### config.mk
export PLATFORM = sky130hd
export DESIGN_NAME = sync_fifo_init_ctrl
export DESIGN_NICKNAME = d
export VERILOG_FILES = /design/src/rtl/sync_fifo_init_ctrl.sv
export SDC_FILE = /design/constraint.sdc
export NUM_CORES = 1
export LEC_CHECK = 0
export BUFFER_PORTS_ARGS = -buffer_cell sky130_fd_sc_hd__buf_4
export CAP_MARGIN = 20
export CORE_MARGIN = 2
export CORE_UTILIZATION = 52
export CTS_CLUSTER_SIZE = 8
export DETAILED_ROUTE_END_ITERATION = 10
export PLACE_DENSITY_LB_ADDON = 0.1
export SKIP_CTS_REPAIR_TIMING = 1
export SYNTH_ARGS = -nofsm -noshare
export SYNTH_HDL_FRONTEND = slang
export SYNTH_SLANG_ARGS = --single-unit
### constraint.sdc
create_clock -name clk -period 3.9 [get_ports clk]
set_clock_uncertainty 0.1 [all_clocks]
set_input_delay 0.39 -clock clk [delete_from_list [all_inputs] [get_ports clk]]
set_output_delay 0.39 -clock clk [all_outputs]
set_load 0.02 [all_outputs]
### src/rtl/sync_fifo_init_ctrl.sv
// FIFO controller over a 1-cycle-latency dual-port RAM; optional index-fill sweep after reset (free-address pool).
// Pop data valid one cycle after accept; pushes rejected when full unless a pop frees a slot in the same cycle.
module sync_fifo_init_ctrl #(
  parameter int ADDR_WIDTH = 9,
  parameter int DATA_WIDTH = 16,
  parameter bit INIT_FULL  = 1'b1
) (
  input  logic                  clk,
  input  logic                  rst,
  input  logic                  push,
  input  logic [DATA_WIDTH-1:0] push_data,
  input  logic                  pop,
  output logic [DATA_WIDTH-1:0] pop_data,
  output logic                  pop_valid,
  output logic                  full,
  output logic                  empty,
  output logic [ADDR_WIDTH:0]   count,
  output logic                  init_done,
  output logic                  overflow,
  output logic                  underflow,
  output logic [ADDR_WIDTH-1:0] ram_waddr,
  output logic                  ram_we,
  output logic [DATA_WIDTH-1:0] ram_din,
  output logic [ADDR_WIDTH-1:0] ram_raddr,
  output logic                  ram_re,
  input  logic [DATA_WIDTH-1:0] ram_dout
);

  localparam logic [ADDR_WIDTH:0] FULL_CNT = {1'b1, {ADDR_WIDTH{1'b0}}};

  typedef enum logic {S_INIT, S_RUN} state_t;
  localparam state_t RST_STATE = INIT_FULL ? S_INIT : S_RUN;

  state_t                state, state_nxt;
  logic [ADDR_WIDTH-1:0] init_cnt, wr_ptr, rd_ptr;
  logic [ADDR_WIDTH:0]   count_nxt;
  logic                  push_acc, pop_acc, sweep_last;

  always_ff @(posedge clk or posedge rst) begin
    if (rst) begin
      state     <= RST_STATE;
      init_cnt  <= '0;
      wr_ptr    <= '0;
      rd_ptr    <= '0;
      count     <= '0;
      pop_valid <= 1'b0;
    end else begin
      state     <= state_nxt;
      pop_valid <= pop_acc;
      if (state == S_INIT) begin
        init_cnt <= init_cnt + 1'b1;
        if (sweep_last) count <= FULL_CNT;
      end else begin
        if (push_acc) wr_ptr <= wr_ptr + 1'b1;
        if (pop_acc)  rd_ptr <= rd_ptr + 1'b1;
        count <= count_nxt;
      end
    end
  end

  always_comb begin
    state_nxt  = state;
    full       = 1'b1;
    empty      = 1'b1;
    push_acc   = 1'b0;
    pop_acc    = 1'b0;
    sweep_last = 1'b0;
    overflow   = 1'b0;
    underflow  = 1'b0;
    ram_we     = 1'b0;
    ram_re     = 1'b0;
    ram_waddr  = wr_ptr;
    ram_raddr  = rd_ptr;
    ram_din    = push_data;
    count_nxt  = count;
    case (state)
      S_INIT: begin
        // Each address gets its own index, so the pool starts holding every buffer id.
        ram_we     = 1'b1;
        ram_waddr  = init_cnt;
        ram_din    = DATA_WIDTH'(init_cnt);
        sweep_last = &init_cnt;
        if (sweep_last) state_nxt = S_RUN;
      end
      S_RUN: begin
        full      = (count == FULL_CNT);
        empty     = (count == '0);
        // A pop in the same cycle frees a slot, so a full FIFO still takes the push.
        push_acc  = push & (~full | pop);
        pop_acc   = pop & ~empty;
        ram_we    = push_acc;
        ram_re    = pop_acc;
        overflow  = push & ~push_acc;
        underflow = pop & ~pop_acc;
        case ({push_acc, pop_acc})
          2'b10:   count_nxt = count + 1'b1;
          2'b01:   count_nxt = count - 1'b1;
          default: count_nxt = count;
        endcase
      end
    endcase
  end

  assign init_done = (state == S_RUN);
  assign pop_data  = ram_dout;

endmodule
==> results of run 1 <==
-- logic make-up (layout without fill, tap and decap cells) --
family	count (synthesis)	after routing
AOI/OAI and AO/OA	27	27
xor gates and xnor gates	31	31
adders and majority gates	13	13
buffers and inverters	32	89
DFF	39	39
muxes	14	14
and+or+nand+nor	130	130
-- cell type report --
class | count | area [sq um]
clock buffers | 5 | 68.8
clock inverters | 3 | 43.8
fillers | 422 | 1560
inverters | 7 | 26.3
multi-input cells | 215 | 1410
flip-flops and latches | 39 | 976
well taps | 67 | 83.8
repair buffers | 74 | 556
-- worst register-to-register path, delay by kind of cell, from the launching register on --
family / cells / cell delay, ns
compound gates: 3 / 0.70
xor+xnor: 1 / 0.16
fa+ha+maj: 1 / 0.32
buf+inv: 1 / 0.15
flops: 1 / 0.43
mux: 1 / 0.08
simple gates: 4 / 0.95
-- synthesized netlist by cell type --
cell type,instances,area share [%]
a21oi_1,9,1.8
buf_2,1,0.20
nand2_1,57,8.3
o211a_1,1,0.39
a21bo_2,1,0.39
xor2_1,17,5.8
nor3_1,6,1.2
and2_1,9,2.2
or2_2,2,0.49
nor2_1,15,2.2
a41oi_1,1,0.34
fa_1,1,0.78
a21boi_0,1,0.29
nand4_1,5,1.2
mux2i_1,10,3.9
clkbuf_1,5,0.73
ha_1,12,5.9
xnor2_1,14,4.8
mux2_2,4,1.8
buf_4,17,5.0
o21ai_0,7,1.4
buf_1,2,0.29
and3_1,2,0.49
dfrtp_1,39,38
nand3_2,2,0.78
a311oi_1,2,0.68
a21o_1,1,0.29
inv_1,7,1.0
o2111ai_1,1,0.34
nand2b_1,15,3.7
or3_1,1,0.24
a211o_1,1,0.34
nor2b_1,2,0.49
nand4b_1,2,0.68
nor4_4,1,0.83
o211ai_1,1,0.29
o32ai_1,1,0.34
nand3_1,11,2.1
-- layer usage --
metal	part of all wire, %	vias up	wire length, um
met4	1.0	0	57
li1	-	1053	-
met3	5.8	6	314
met2	48	57	2610
met5	0	-	0
met1	45	977	2460
-- where the power goes --
part	total [mW]	switching [mW]	internal, mW
registers	0.404	0	0.404
clock network	0.336	0.146	0.190
logic	0.0722	0.0379	0.0343
-- how the worst max path moves through the flow --
| stage | slack, ns | depth (start not counted) | to |
|---|---|---|---|
| 2_1_floorplan | 1.22 | 11 | count[9]$_DFFE_PP0P_ |
| 3_3_place_gp | 1.07 | 11 | count[9]$_DFFE_PP0P_ |
| 3_5_place_dp | 0.93 | 11 | count[9]$_DFFE_PP0P_ |
| 4_1_cts | 0.90 | 11 | count[9]$_DFFE_PP0P_ |
| 5_1_grt | 0.57 | 11 | count[8]$_DFFE_PP0P_ |
| 6_report | 0.91 | 11 | count[9]$_DFFE_PP0P_ |
-- flip-flops by register name, indices dropped and copies added, names as in the netlist --
name and cells:
pop_valid 1, init_cnt 9, count 10, ram_raddr 9, init_done 1, wr_ptr 9
-- through the flow --
step | setup WS [ns] | hold slack (ns) | util [%]
2_1_floorplan | 1.22 | 0.341 | -
3_3_place_gp | 1.07 | 0.364 | 64.6
3_5_place_dp | 0.926 | 0.365 | 64.6
4_1_cts | 0.904 | 0.128 | 66.9
5_1_grt | 0.566 | 0.153 | 66.9
6_report | 0.910 | 0.107 | 66.9
==> results.md, run 1 <==
- CTS tree: done
- Part of the Yosys area used for sequential elements: 38.1%
- Clk root buf: clkbuf_8
- Slew @ Worst Pin: 0.609 ns
- Synth Register Bits: 39
- Fin nets: 391
- Post-route setup TNS: 0 ns
- Routed Antenna Nets: 0
- Vias in the first global route: 1944
- Mux contribution to synthesized area: 5.66%
- Global route hottest layer: met2
- Total Routing Usage GR: 20.8%
- Worst path top cell family by delay: simple AND/OR/NAND/NOR gates
- Finished Cell Area: 0.00316 sq mm
- Most frequent cells in the layout: buf_4 (74), nand2_1 (57), dfrtp_1 (39), xor2_1 (17)
- WP data required: 3.98 ns
- Initial Utilization: 54.3%
- Yosys Warn Count: 0
- Final WL: 5.45 mm
- Met1 Track Usage GR: 25.6%
- Total Power: 0.812 mW
- Setup Crit Path Kind: flop to flop
- I/O Buffers: 71
- H-tree depth: 2
- Vias post-DR: 2093
- Antenna Cells: 0
- Gr ovfl total: 0
- Gpl congestion: 0.837
- Cells after DPL: 402
- R2r worst-path depth: 11
- Share of cells above drive strength 1: 27.1%
- Critical Path Source: count[6]$_DFFE_PP0P_
- MaxCap Viol Count: 0
- Sink Count: 39
- DR DRC count: 0
- Mapped Nets: 335
- Period utilisation layout: 76.7%
- Clock Latency Late Sink: 0.29 ns
- # rows: 25
- R2r startpoint: count[6]$_DFFE_PP0P_
- Worst reg2reg path endpoint: count[9]$_DFFE_PP0P_
- Synth Area in Adders: 6.64%
- First-pass GRT wire length: 8.87 mm
- Synth Instances: 286
- DIE HEIGHT: 74.2 um
- Lkg Pwr: 1.60 nW
- Max Root-Sink Buffers: 2
- XOR/XNOR share of the synthesized area: 10.6%
- CTS Buf Count: 5
- Mapped Area: 0.00256 sq mm
- Router iterations before antenna repair: 4
- Initial antenna violation count: 0
- Core region area: 0.00472 sq mm
- Compound-Gate Fraction of Synth Area: 6.84%
- Finished Layout Cells: 410
- Slowest cell delay on critical path: 0.47 ns
- VDD IR max: 0.000213 V
- R2R setup slack: 0.91 ns
- Crit-path cells: nor3_1 > nand3_2 > nor2_1 > or2_2 > inv_1 > ha_1 > a21oi_1 > o211ai_1 > o32ai_1 > xnor2_1 > mux2i_1
- Cell variety after synth: 38
- Worst Path Max Fanout: 8
- Clock Pin Slew Worst Setup and Hold Paths: 0.08 ns
- Fin. max-slew vios: 0
- Placed cell area: 0.00305 sq mm
- Die W: 74.2 um
- HPWL after DPL: 4.04 mm
- Met2 GRT Util: 36.6%
- Cell at the slowest stage of the critical path: nor3_1
- Final Setup Violations: 0
- Initial DRC Count: 118
- FMAX: 334 MHz
- Simple-Gate Fraction of Synth Area: 25.0%
- I/O pin cnt: 104
- CP Capture Type: flop
- Area delta synth->final: 23.4%
- Tmin final: 2.99 ns
- Worst Hold Class: input port to async pin
- Vias per std cell: 5.10
- Largest family of logic cells by synthesized area: simple AND/OR/NAND/NOR gates
- Die ar.: 0.00551 sq mm
- Wire per inst: 13.3 um
- Mean post-synth cell area: 8.96 sq um
- CP Launch Type: flop
- Final hold viol count: 0
- Buffers & Inverters on Critical Path: 1
- M3 GR Usage: 4.74%
- RSZ-0062 raised after global routing: no
- Largest net degree at the start of global routing: 51
- Status: finished clean
- Commonest non-fill, non-tap cell in the layout: buf_4
- Slew Limit Headroom: 58.9%
- Crit path DAT: 3.07 ns
- Power density cells: 257 mW/mm^2
Note: power is estimated with default switching activity, not from simulation.
==> inputs of run 2 (changes only) <==
--- a/config.mk
+++ b/config.mk
@@ -8,7 +8,7 @@
 export BUFFER_PORTS_ARGS = -buffer_cell sky130_fd_sc_hd__buf_4
 export CAP_MARGIN = 20
 export CORE_MARGIN = 2
-export CORE_UTILIZATION = 52
+export CORE_UTILIZATION = 44
 export CTS_CLUSTER_SIZE = 8
 export DETAILED_ROUTE_END_ITERATION = 10
 export PLACE_DENSITY_LB_ADDON = 0.1
==> constraint.sdc (replaced) <==
create_clock -name clk -period 2.7 [get_ports clk]
set_clock_uncertainty 0.1 [all_clocks]
set_input_delay 0.27 -clock clk [delete_from_list [all_inputs] [get_ports clk]]
set_output_delay 0.27 -clock clk [all_outputs]
set_load 0.02 [all_outputs]
==> run 2 against run 1 <==
Net effect: final area is 9.8% higher; the flow now finishes with violations (negative setup slack); die area rose by 17%; setup slack got worse by 0.93 ns; core utilization down 4.7 points.
==> results.md, run 2 (synthesized netlist as in run 1, its figures left out) <==
- Wl on met1: 2.84 mm (+15%)
- Finished Cell Area: 0.00347 sq mm (+9.8%)
- CP Launch Type: flop
- Total Power: 1.11 mW (+37%)
- Post-route setup TNS: -0.0271 ns (-0.0271 ns)
- Flop pwr share: 52.5% (+2.8 points)
- CTS Buf Count: 5 (unchanged)
- Fin worst setup slack: -0.0232 ns (-0.933 ns)
- Max Root-Sink Buffers: 2 (unchanged)
- Sink Count: 39 (unchanged)
- Router iterations before antenna repair: 6 (+2)
- Cell-internal power: 0.842 mW (+34%)
- Vias per std cell: 5.06 (-0.85%)
- WP data required: 2.78 ns (-1.20 ns)
- Initial Utilization: 46.0% (-8.3 points)
- Final Util: 62.3% (-4.7 points)
- Share of cells above drive strength 1: 36.7% (+9.6 points)
- Crit-path cells: nor4_4 > nand3_2 > nor2_1 > or2_4 > clkinvlp_4 > buf_4 > ha_4 > nand3_1 > o211ai_1 > o21ai_1 > xor2_1 > mux2i_1
- RSZ-0062 raised after global routing: yes
- Failing checks: negative setup slack
- Total Routing Usage GR: 19.2% (-1.6 points)
- Initial antenna violation count: 0 (unchanged)
- Final hold viol count: 0 (unchanged)
- Slowest cell delay on critical path: 0.42 ns (-0.05 ns)
- VDD IR max: 0.000271 V (+28%)
- Final Setup Violations: 2 (+2)
- Metal3 WL: 430 um (+37%)
- Core region area: 0.00557 sq mm (+18%)
- Slew Limit Headroom: 54.3% (-4.5 points)
- H-tree depth: 2 (unchanged)
- CTS tree: done
- Met2 wire length: 3.06 mm (+17%)
- Fin. max-slew vios: 0 (unchanged)
- Antenna Cells: 0 (unchanged)
- Wire per inst: 14.5 um (+9.1%)
- Crit path DAT: 2.80 ns (-0.27 ns)
- Power density cells: 320 mW/mm^2 (+25%)
- DR DRC count: 0 (unchanged)
- Fin nets: 416 (+6.4%)
- Slew @ Worst Pin: 0.676 ns (+0.0671 ns)
- Die ar.: 0.00645 sq mm (+17%)
- FMAX: 367 MHz (+9.8%)
- Max reg flops: 10 (unchanged)
- Lkg Pwr: 1.71 nW (+7.4%)
- Clock Pin Slew Worst Setup and Hold Paths: 0.07 ns (about the same)
- Vias in the first global route: 2076 (+6.8%)
- Clock power share: 34.1% (-7.3 points)
- MaxCap Viol Count: 0 (unchanged)
- CP Capture Type: flop
- Worst Path Max Fanout: 6 (-2)
- Largest net degree at the start of global routing: 51 (unchanged)
- Top reg by flops: count
- Commonest non-fill, non-tap cell in the layout: buf_4
- Area delta synth->final: 35.5%
- Clk root buf: clkbuf_8
- Vias post-DR: 2227 (+6.4%)
- Worst Hold Class: input port to async pin
- Combinational power share: 13.3% (+4.4 points)
- Top Layer Used: met4
- Clock Latency Late Sink: 0.29 ns (about the same)
- HPWL after DPL: 4.50 mm (+11%)
- Buffers & Inverters on Critical Path: 2 (+1)
- Final WL: 6.38 mm (+17%)
- Gr ovfl total: 0 (unchanged)
- Routed Antenna Nets: 0 (unchanged)
- Initial DRC Count: 67 (-43%)
- Setup Crit Path Kind: flop to flop
- Cells after DPL: 420 (+4.5%)
- Finished Layout Cells: 440 (+7.3%)
- Most frequent cells in the layout: buf_4 (99), nand2_1 (57), dfrtp_1 (38), xor2_1 (17)
- # rows: 27 (+8.0%)
- Period utilisation layout: 101% (+24 points)
- Worst path top cell family by delay: simple AND/OR/NAND/NOR gates
- DIE HEIGHT: 80.3 um (+8.2%)
- Gpl congestion: 0.856 (+2.2%)
- Cell at the slowest stage of the critical path: dfrtp_2
- First-pass GRT wire length: 9.71 mm (+9.4%)
- Die W: 80.3 um (+8.2%)
- Filler cells: 504 (+19%)
- Placed cell area: 0.00315 sq mm (+3.4%)
- Sw Ratio: 24.2% (+1.6 points)
- Status: complete, but fails checks
- I/O pin cnt: 104 (unchanged)
- NetSw: 0.269 mW (+46%)
- Tmin final: 2.72 ns (-0.267 ns)
- I/O Buffers: 71 (unchanged)
## run 2: layer usage
metal | track usage (%) | vias up
met5 | 0 | -
met4 | 4.24 | 0
met3 | 5.62 | 7
met2 | 33.3 | 67
met1 | 23.5 | 1048
li1 | - | 1105
## run 2: power groups by stage
stage               registers, mW  clock network (mW)  logic [mW]
finish                      0.584               0.379       0.148
global placement            0.595                   0       0.105
global route                0.583               0.413       0.160
floorplan                   0.595                   0       0.103
CTS                         0.584               0.390       0.107
detailed placement          0.595                   0       0.107
## run 2: final timing paths
path,start,to,slack (ns),cells past startpoint
max,count[3]$_DFFE_PP0P_,count[7]$_DFFE_PP0P_,-0.02,12
min,rst,ram_raddr[6]$_DFFE_PP0P_,0.005,3
max reg2reg,count[3]$_DFFE_PP0P_,count[7]$_DFFE_PP0P_,-0.02,12
min reg2reg,wr_ptr[8]$_DFFE_PP0P_,wr_ptr[8]$_DFFE_PP0P_,0.38,1
max in group asynchronous,rst,count[3]$_DFFE_PP0P_,2.12,3
min in group clk,push,wr_ptr[2]$_DFFE_PP0P_,0.24,3
## run 2: final cells by class
class                   count  area [sq um]  share of cell area (%)
inverters                   7          30.0                   0.865
repair buffers             99           743                    21.4
clock buffers               7          76.3                    2.20
multi-input cells         215          1550                    44.6
clock inverters             1          5.00                   0.144
well taps                  72          90.1                    2.59
flip-flops and latches     39           977                    28.1
## run 2: through the flow
| stage | hold slack, ns | setup slack (ns) |
|---|---|---|
| after detailed placement | 0.328 | 0.0480 |
| final | 0.00529 | -0.0232 |
| after global routing | 0.0769 | -0.116 |
| after global placement | 0.330 | 0.118 |
| after floorplan | 0.341 | 0.0183 |
| after CTS | 0.0211 | 0.0196 |
## run 2: tightest hold or removal path, cell delays in order
cell	delay, ns
buf_4	0.11
inv_1	0.04
buf_4	0.43
==> inputs of run 3 (changes only) <==
--- a/config.mk
+++ b/config.mk
@@ -7,12 +7,10 @@
 export LEC_CHECK = 0
 export BUFFER_PORTS_ARGS = -buffer_cell sky130_fd_sc_hd__buf_4
 export CAP_MARGIN = 20
-export CORE_MARGIN = 2
 export CORE_UTILIZATION = 44
 export CTS_CLUSTER_SIZE = 8
 export DETAILED_ROUTE_END_ITERATION = 10
 export PLACE_DENSITY_LB_ADDON = 0.1
-export SKIP_CTS_REPAIR_TIMING = 1
 export SYNTH_ARGS = -nofsm -noshare
 export SYNTH_HDL_FRONTEND = slang
 export SYNTH_SLANG_ARGS = --single-unit
==> run 3 against run 2 <==
Net effect: the flow finishes with violations (negative hold slack, negative setup slack); sequential power hardly changed; critical path depth down 1; register-to-register slack worse by 0.03 ns; wire length fell by 5.7%; power up 8.1%; sequential share of layout area rose by 1.3 points; critical path type unchanged; largest power group unchanged.
==> results.md, run 3 (synthesized netlist as in run 1, its figures left out) <==
- Placed cell area: 0.00315 sq mm (-0.24%)
- Area delta synth->final: 29.2%
- Filler cells: 525 (+4.2%)
- Initial DRC Count: 73 (+9.0%)
- Slew @ Worst Pin: 0.718 ns (+0.0421 ns)
- Max Root-Sink Buffers: 2 (unchanged)
- Clock Latency Late Sink: 0.30 ns (about the same)
- Post-route setup TNS: -0.0562 ns (-0.0291 ns)
- Final hold viol count: 24 (+24)
- HPWL after DPL: 4.29 mm (-4.8%)
- Total Power: 1.20 mW (+8.1%)
- Fin nets: 403 (-3.1%)
- Finished Cell Area: 0.00331 sq mm (-4.6%)
- Fin worst setup slack: -0.0562 ns (-0.0330 ns)
- Period utilisation layout: 102% (+1.2 points)
- Routed Antenna Nets: 0 (unchanged)
- Die ar.: 0.00613 sq mm (-4.9%)
- Top reg by flops: count
- Gr ovfl total: 0 (unchanged)
- Hold WS: -0.0123 ns (-0.0176 ns)
- DIE HEIGHT: 78.3 um (-2.5%)
- H-tree depth: 2 (unchanged)
- Worst Path Max Fanout: 8 (+2)
- Setup Buffers After CTS: 0
- First-pass GRT wire length: 9.76 mm (+0.57%)
- Status: complete, but fails checks
- Worst Hold Class: input port to async pin
- R2r worst-path depth: 11 (-1)
- DR DRC count: 0 (unchanged)
- Cts repair resizes: 0
- Core region area: 0.00557 sq mm (unchanged)
- Router iterations before antenna repair: 5 (-1)
- Cell at the slowest stage of the critical path: dfrtp_1
- Max reg flops: 10 (unchanged)
- Buffers & Inverters on Critical Path: 1 (-1)
- Initial Utilization: 46.0% (unchanged)
- Clk root buf: clkbuf_8
- Tmin final: 2.76 ns (+0.0330 ns)
- Final Util: 59.4% (-2.9 points)
- Crit path capture: count[9]$_DFFE_PP0P_
- Setup Crit Path Kind: flop to flop
- FMAX: 363 MHz (-1.2%)
- Largest net degree at the start of global routing: 51 (unchanged)
- Crit-path cells: nor4_4 > nand3_2 > nor2_1 > or2_2 > inv_1 > ha_1 > a21oi_1 > o211ai_1 > o32ai_2 > xnor2_1 > mux2i_1
- Critical Path Source: count[4]$_DFFE_PP0P_
- CP Capture Type: flop
- WP data required: 2.78 ns (about the same)
- Vias post-DR: 2142 (-3.8%)
- CP Launch Type: flop
- Number of stages on the worst setup path: 11 (-1)
- R2R setup slack: -0.06 ns (-0.03 ns)
- Initial antenna violation count: 0 (unchanged)
- RSZ-0062 raised after global routing: yes
- Pre-CTS setup slack: 0.0393 ns (-0.00876 ns)
- VDD IR max: 0.000300 V (+10%)
- MaxCap Viol Count: 0 (unchanged)
- Die W: 78.3 um (-2.5%)
- Gpl congestion: 0.865 (+1.0%)
- Worst reg2reg path endpoint: count[9]$_DFFE_PP0P_
- I/O Buffers: 71 (unchanged)
- Power density cells: 363 mW/mm^2 (+13%)
- Failing checks: negative hold slack, negative setup slack
- Share of cells above drive strength 1: 31.0% (-5.7 points)
- Total Routing Usage GR: 20.4% (+1.2 points)
- Final Setup Violations: 1 (-1)
- Wire per inst: 14.1 um (-2.9%)
- Worst path top cell family by delay: compound AO/OA/AOI/OAI gates
- Commonest non-fill, non-tap cell in the layout: buf_4
- Slew Limit Headroom: 51.5% (-2.8 points)
- Lkg Pwr: 1.65 nW (-3.6%)
- Post-CTS Hold Buffers: 0
- Vias per std cell: 5.02 (-0.89%)
- Crit path DAT: 2.84 ns (+0.04 ns)
- Most frequent cells in the layout: buf_4 (86), nand2_1 (57), dfrtp_1 (39), xor2_1 (17)
- Fin. max-slew vios: 0 (unchanged)
- CTS tree: done
- R2r startpoint: count[4]$_DFFE_PP0P_
- I/O pin cnt: 104 (unchanged)
- Vias in the first global route: 2070 (-0.29%)
- Clock Pin Slew Worst Setup and Hold Paths: 0.08 ns (about the same)
- Sink Count: 39 (unchanged)
- # rows: 27 (unchanged)
- CTS Buf Count: 5 (unchanged)
- Final WL: 6.01 mm (-5.7%)
- Slowest cell delay on critical path: 0.52 ns (+0.10 ns)
- Antenna Cells: 0 (unchanged)
run 3: changes by cell type in the layout (fill, tap and decap cells not counted), sizes merged:
cell    before  now
clkinv       1    0
clkbuf       7    5
buf         99   86
inv          6    8
bufinv       0    1
run 3: layer usage:
metal  GRT usage (%)  wire [um]  vias up
li1                -          -     1078
met1            25.7       2700      979
met2            34.7       2880       76
met3            4.30        354        9
met4            7.04         79        0
met5               0          0        -
run 3: where the power goes:
part | leakage [nW] | internal (mW) | switching (mW)
Sequential | 0.478 | 0.583 | 0
Clock | 0.0548 | 0.278 | 0.224
Combinational | 1.12 | 0.0560 | 0.0590
run 3: final cells by class:
type / count / area (sq um) / share of cell area [%]
Timing Repair Buffer: 86 / 646 / 19.5
Tap cell: 72 / 90.1 / 2.72
Clock buffer: 5 / 68.8 / 2.08
Inverter: 7 / 26.3 / 0.793
Sequential cell: 39 / 976 / 29.5
Multi-Input combinational cell: 215 / 1460 / 44.0
Clock inverter: 3 / 46.3 / 1.40
run 3: worst min path at each step:
stage | end | slack [ns] | cells after the start
6_report | ram_raddr[8]$_DFFE_PP0P_ | -0.01 | 3
3_5_place_dp | ram_raddr[7]$_DFFE_PP0P_ | 0.33 | 3
3_3_place_gp | ram_raddr[6]$_DFFE_PP0P_ | 0.33 | 3
2_1_floorplan | wr_ptr[8]$_DFFE_PP0P_ | 0.34 | 1
5_1_grt | ram_raddr[8]$_DFFE_PP0P_ | 0.05 | 3
4_1_cts | ram_raddr[7]$_DFFE_PP0P_ | 0.005 | 3
run 3: tightest hold or removal path, cell delays in order:
cell and delay [ns]:
buf_4 0.11, inv_1 0.04, buf_4 0.42
run 3: stage by stage:
stage | hold slack [ns] | std cells
4_1_cts | 0.00471 | 427
6_report | -0.0123 | 427
3_5_place_dp | 0.335 | 419
5_1_grt | 0.0515 | 427
2_1_floorplan | 0.341 | 286
3_3_place_gp | 0.330 | 419
